[src/rtl/rle_pkg.sv]
// Shared RLE word format used by the encoder and by the VGA playback path.
// The word is {run[9:0], colour[5:0]}; run 0x3ff is reserved for the terminator.
package rle_pkg;

  localparam int unsigned RUN_W    = 10;
  localparam int unsigned COLOUR_W = 6;

  localparam logic [RUN_W-1:0] RLE_TERM_RUN  = 10'h3ff;
  localparam logic [15:0]      RLE_TERM_WORD = 16'hFFC0;

  typedef struct packed {
    logic [RUN_W-1:0]    run;
    logic [COLOUR_W-1:0] colour;
  } rle_word_t;

  typedef enum logic [1:0] {
    IDLE_RUN,
    FLUSH,
    TERM
  } rle_state_e;

  function automatic rle_word_t rle_pack(input logic [RUN_W-1:0]    run,
                                         input logic [COLOUR_W-1:0] colour);
    rle_word_t w;
    w.run    = run;
    w.colour = colour;
    return w;
  endfunction

endpackage

[src/rtl/rle_encoder.sv]
// Run-length encoder: merges equal consecutive pixels into {run, colour} words,
// never spanning a frame boundary, and closes each stream with a terminator word.
module rle_encoder
  import rle_pkg::*;
#(
  parameter int unsigned MAX_RUN = 1022
) (
  input  logic        clk,
  input  logic        rstn,
  input  logic        in_valid,
  output logic        in_ready,
  input  logic [5:0]  in_colour,
  input  logic        in_frame_start,
  input  logic        in_last,
  output logic        out_valid,
  input  logic        out_ready,
  output logic [15:0] out_word,
  output logic        busy,
  output logic [15:0] word_count
);

  localparam logic [RUN_W-1:0] MAX_RUN_L = RUN_W'(MAX_RUN);

  rle_state_e          state_q, state_d;
  logic                open_q, open_d;
  logic [RUN_W-1:0]    run_cnt_q, run_cnt_d;
  logic [COLOUR_W-1:0] run_col_q, run_col_d;
  logic                out_valid_q, out_valid_d;
  rle_word_t           out_word_q, out_word_d;
  logic [15:0]         word_count_q, word_count_d;

  logic out_free;
  logic accept;
  logic close_run;
  logic load;

  always_comb begin
    out_free  = !out_valid_q || out_ready;
    in_ready  = out_free && (state_q == IDLE_RUN);
    accept    = in_valid && in_ready;
    close_run = open_q && ((in_colour != run_col_q) || in_frame_start ||
                           (run_cnt_q == MAX_RUN_L));

    state_d      = state_q;
    open_d       = open_q;
    run_cnt_d    = run_cnt_q;
    run_col_d    = run_col_q;
    out_word_d   = out_word_q;
    word_count_d = word_count_q;
    load         = 1'b0;
    // A taken word frees the register; a load below in the same cycle re-arms it.
    out_valid_d  = out_valid_q && !out_ready;

    unique case (state_q)
      IDLE_RUN: begin
        if (accept) begin
          if (close_run) begin
            load       = 1'b1;
            out_word_d = rle_pack(run_cnt_q, run_col_q);
          end
          if (!open_q || close_run) begin
            open_d    = 1'b1;
            run_cnt_d = RUN_W'(1);
            run_col_d = in_colour;
          end else begin
            run_cnt_d = run_cnt_q + 1'b1;
          end
          if (in_last) begin
            state_d = FLUSH;
          end
        end
      end
      FLUSH: begin
        if (out_free) begin
          if (open_q) begin
            load       = 1'b1;
            out_word_d = rle_pack(run_cnt_q, run_col_q);
          end
          open_d  = 1'b0;
          state_d = TERM;
        end
      end
      TERM: begin
        if (out_free) begin
          load       = 1'b1;
          out_word_d = rle_pack(RLE_TERM_RUN, '0);
          state_d    = IDLE_RUN;
        end
      end
      default: state_d = IDLE_RUN;
    endcase

    if (load) begin
      out_valid_d  = 1'b1;
      word_count_d = word_count_q + 16'd1;
    end
  end

  always_ff @(posedge clk) begin
    if (!rstn) begin
      state_q      <= IDLE_RUN;
      open_q       <= 1'b0;
      run_cnt_q    <= '0;
      run_col_q    <= '0;
      out_valid_q  <= 1'b0;
      out_word_q   <= '0;
      word_count_q <= '0;
    end else begin
      state_q      <= state_d;
      open_q       <= open_d;
      run_cnt_q    <= run_cnt_d;
      run_col_q    <= run_col_d;
      out_valid_q  <= out_valid_d;
      out_word_q   <= out_word_d;
      word_count_q <= word_count_d;
    end
  end

  assign out_valid  = out_valid_q;
  assign out_word   = out_word_q;
  assign word_count = word_count_q;
  assign busy       = open_q || (state_q != IDLE_RUN);

endmodule

[config.mk]
export PLATFORM = sky130hd
export DESIGN_NAME = rle_encoder
export DESIGN_NICKNAME = d
export VERILOG_FILES = /design/src/rtl/rle_pkg.sv /design/src/rtl/rle_encoder.sv
export SDC_FILE = /design/constraint.sdc
export NUM_CORES = 1
export LEC_CHECK = 0
export BUFFER_PORTS_ARGS = -buffer_cell sky130_fd_sc_hd__buf_2
export CORE_ASPECT_RATIO = 1.75
export CORE_MARGIN = 3
export CORE_UTILIZATION = 30
export CTS_CLUSTER_DIAMETER = 60
export CTS_CLUSTER_SIZE = 20
export DETAILED_ROUTE_END_ITERATION = 10
export SLEW_MARGIN = 20
export SYNTH_ARGS = -nofsm -noshare
export SYNTH_HDL_FRONTEND = slang
export SYNTH_SLANG_ARGS = --single-unit
[constraint.sdc]
create_clock -name clk -period 2.1 [get_ports clk]
set_clock_uncertainty 0.05 [all_clocks]
set_input_delay 0.42 -clock clk [delete_from_list [all_inputs] [get_ports clk]]
set_output_delay 0.42 -clock clk [all_outputs]
set_load 0.01 [all_outputs]
==> impl_metrics.env <==
export IMPL_ir_drop_mv=0.302
export IMPL_rsz0062_at_grt="yes"
export IMPL_critical_path_required_ns=2.29
export IMPL_syn_avg_cell_area_sq_um=8.56
export IMPL_fin_util_pct=41.7
export IMPL_ys_types=38
export IMPL_hold_viol=0
export IMPL_p_clk_share_pct=37.8
export IMPL_h_tree_depth=2
export IMPL_clock_path_buffers=2
export IMPL_nets=351
export IMPL_hpwlAfterDp_um=4220
export IMPL_areaGrowthSynthToFinish_pct=32.7
export IMPL_use_met3_pct=2.70
export IMPL_cts_hold_buf=0
export IMPL_violations="negative setup slack"
export IMPL_seqPwrFrac_pct=48.0
export IMPL_dieArea_sq_mm=0.00886
export IMPL_coreArea_sq_mm=0.00739
export IMPL_die_h_um=122
export IMPL_netSwitchingFraction_pct=25.1
export IMPL_yosys_register_bits=52
export IMPL_crit_path_start="run_cnt_q[0]"
export IMPL_synth_cells=271
export IMPL_status="finished with violations"
export IMPL_worst_pin_slew_ns=0.488
export IMPL_power_switching_uw=554
export IMPL_maxSlewHeadroom_pct=67.5
export IMPL_yosys_warnings=0
export IMPL_n_antenna_cell=0
export IMPL_num_vias=2119
export IMPL_initial_core_util_pct=31.4
export IMPL_cp_slowest_stage_delay_ns=0.52
export IMPL_cts_made_buffers=5
export IMPL_async_reset_ff_share_pct=0
export IMPL_p_int_uw=1650
export IMPL_critPathLaunchType="flip-flop"
export IMPL_io_pins=47
export IMPL_viasPerCell=5.01
export IMPL_drt_wl_total_um=5790
export IMPL_period_needed_ns=2.20
export IMPL_post_drt_wl_per_cell_um=13.7
export IMPL_cts_tree="done"
export IMPL_min_path_type="in2reg"
export IMPL_clkLatencyLatePin_ns=0.29
export IMPL_antenna_found_initial=0
export IMPL_postRouteAntennaNets=0
export IMPL_setup_violations=18
export IMPL_drv_slew=0
export IMPL_critical_path_class="reg2reg"
export IMPL_worstPathMaxFanout=11
export IMPL_nFillCells=762
export IMPL_cts_sinks=52
export IMPL_syn_nets=286
export IMPL_track_usage_pct=13.9
export IMPL_port_buffers=46
export IMPL_reg2reg_from="run_cnt_q[0]"
export IMPL_post_route_period_util_pct=105
export IMPL_combPwrFrac_pct=14.2
export IMPL_drv_cap=0
export IMPL_dr_pass1_iters=4
export IMPL_synthFlopType="dfxtp_1"
export IMPL_power_density_mw_per_mm2=716
export IMPL_clock_fmax_mhz=455
export IMPL_syn_area_sq_mm=0.00232
export IMPL_die_x_um=72.5
export IMPL_grt_overflow=0
export IMPL_grt_first_pass_wirelength_um=9540
export IMPL_drc_errors=0
export IMPL_finalWorstSetupSlack_ns=-0.0980
export IMPL_ys_seq_area_share_pct=44.9
export IMPL_clk_transition_reported_paths_ns=0.07
export IMPL_cp_buffers_inverters=2
export IMPL_leakage_uw=0.00124
export IMPL_clock_root_buffer="clkbuf_16"
export IMPL_grt_max_degree=29
export IMPL_drt_iter0_drc=80
export IMPL_synth_edf_count=0
export IMPL_gp_congestion=0.820
export IMPL_use_met1_pct=15.0
export IMPL_grt_use_met2_pct=25.0
export IMPL_hp_start="in_colour[1]"
export IMPL_crit_path_top_delay_cell="or4_1"
export IMPL_critPathCaptureType="flip-flop"
export IMPL_arrival_ns=2.38
export IMPL_dpl_worst_slack_ns=-0.134
export IMPL_fp_row_count=41
export IMPL_drive_above_1_share_pct=31.5
export IMPL_grt_pass1_vias=2005
export IMPL_cpLargestDelayFamily="simple AND/OR/NAND/NOR gates"
export IMPL_busiest_layer="met2"
export IMPL_crit_chain="inv_2 -> ha_4 -> nand4_1 -> or3_4 -> a31oi_4 -> o311ai_4 -> buf_12 -> or4_1 -> a21oi_2"
==> through the flow <==
stage | cell area, sq um | hold WS (ns) | cells | power [uW] | setup TNS, ns
after floorplan | 2340 | 0.418 | 271 | 1250 | -0.0248
after global placement | 2840 | 0.389 | 412 | 1370 | -1.21
after detailed placement | 2840 | 0.402 | 412 | 1370 | -2.07
after CTS | 3040 | 0.344 | 423 | 2230 | -1.51
after global routing | 3080 | 0.364 | 423 | 2320 | -4.34
final | 3080 | 0.344 | 423 | 2200 | -1.04
==> Yosys cell counts (all sizes together), types with 2 or more instances <==
cell type	instances	share of area, %
inv	9	1.5
nand4	5	1.3
mux2i	6	2.6
nand2	17	2.8
nor2	31	5.0
nor3	18	3.9
o21a	2	0.65
o21ai	6	1.3
and2	2	0.54
ha	3	1.6
a311oi	4	1.5
clkbuf	10	1.6
o31ai	7	2.3
a21oi	25	5.4
and3	4	1.1
nor3b	2	0.65
buf	7	1.7
or4	7	2.3
xor2	9	3.4
nor4	2	1.1
a21boi	2	0.65
dfxtp	52	45
xnor2	5	1.9
nor2b	2	0.54
or3	9	2.6
nand3	16	3.5
nand2b	3	0.81
==> worst paths after layout <==
kind / end / slack [ns] / cells past startpoint
worst max-delay path: word_count[8] / -0.1 / 9
worst min-delay path: run_col_q[1] / 0.34 / 3
worst max register to register: word_count[8] / -0.1 / 9
worst min register to register: out_word[1] / 0.40 / 2
==> power by group through the flow <==
stage | clock network [uW] | logic (uW) | registers (uW)
after floorplan | 0 | 160 | 1090
after global placement | 0 | 286 | 1080
after global routing | 905 | 347 | 1060
final | 833 | 312 | 1060
after detailed placement | 0 | 290 | 1080
after CTS | 863 | 311 | 1060
==> layer usage <==
metal	up-vias	routed length, um
met5	-	0
met4	0	159
met3	10	234
met2	40	3100
met1	983	2300
li1	1086	-
==> repair_timing <==
item / CTS / global route
setup buffers: 2 / 0
pin swaps: 2 / 2
cloned: 1 / 0
gates resized for setup: 0 / 11
setup endpoints to repair: 7 / 29
==> final cells by class <==
class,instances,area (sq um),share of cell area (%)
Multi-Input combinational cell,193,1230,40.0
Tap cell,86,108,3.50
Clock buffer,7,143,4.63
Inverter,9,33.8,1.10
Clock inverter,1,7.51,0.244
Timing Repair Buffer,75,510,16.6
Sequential cell,52,1040,33.9
==> flip-flops by register name (all words and copies together), names as in the netlist <==
signal,cells
open_q,1
word_count,16
run_col_q,6
run_cnt_q,10
out_word,16
state_q,2
out_valid,1
==> cells by family (layout without fill, tap and decap cells) <==
group,Yosys count,after routing,share of synthesized area [%]
xor gates and xnor gates,14,14,5.29
muxes,6,6,2.59
DFF,52,52,44.9
adders and majority gates,3,3,1.62
AOI/OAI and AO/OA,50,50,14.1
buffers and inverters,26,92,4.80
and+or+nand+nor,120,120,26.7
==> cells in the final DEF (no fill, tap or decap), types with 3 or more instances in the layout <==
cell,instances
nand3_1,16
dfxtp_2,3
inv_1,5
xor2_1,9
nand4_1,5
dfxtp_1,49
a21oi_2,4
nor2_1,29
nand2_1,17
buf_2,46
or4_1,6
xnor2_1,5
and3_1,4
buf_4,25
nor3_1,18
nand2b_1,3
a21oi_1,21
o21ai_1,5
inv_2,4
o31ai_1,7
or3_1,7
clkbuf_16,5
mux2i_1,6
buf_12,3
==> worst register-to-register path, cell delays in order, from the launching register on <==
cell and delay [ns]:
dfxtp_2 0.32, inv_2 0.06, ha_4 0.11, nand4_1 0.08, or3_4 0.37, a31oi_4 0.19
o311ai_4 0.13, buf_12 0.17, or4_1 0.52, a21oi_2 0.14
No activity file was read; power rests on OpenSTA's default activity.
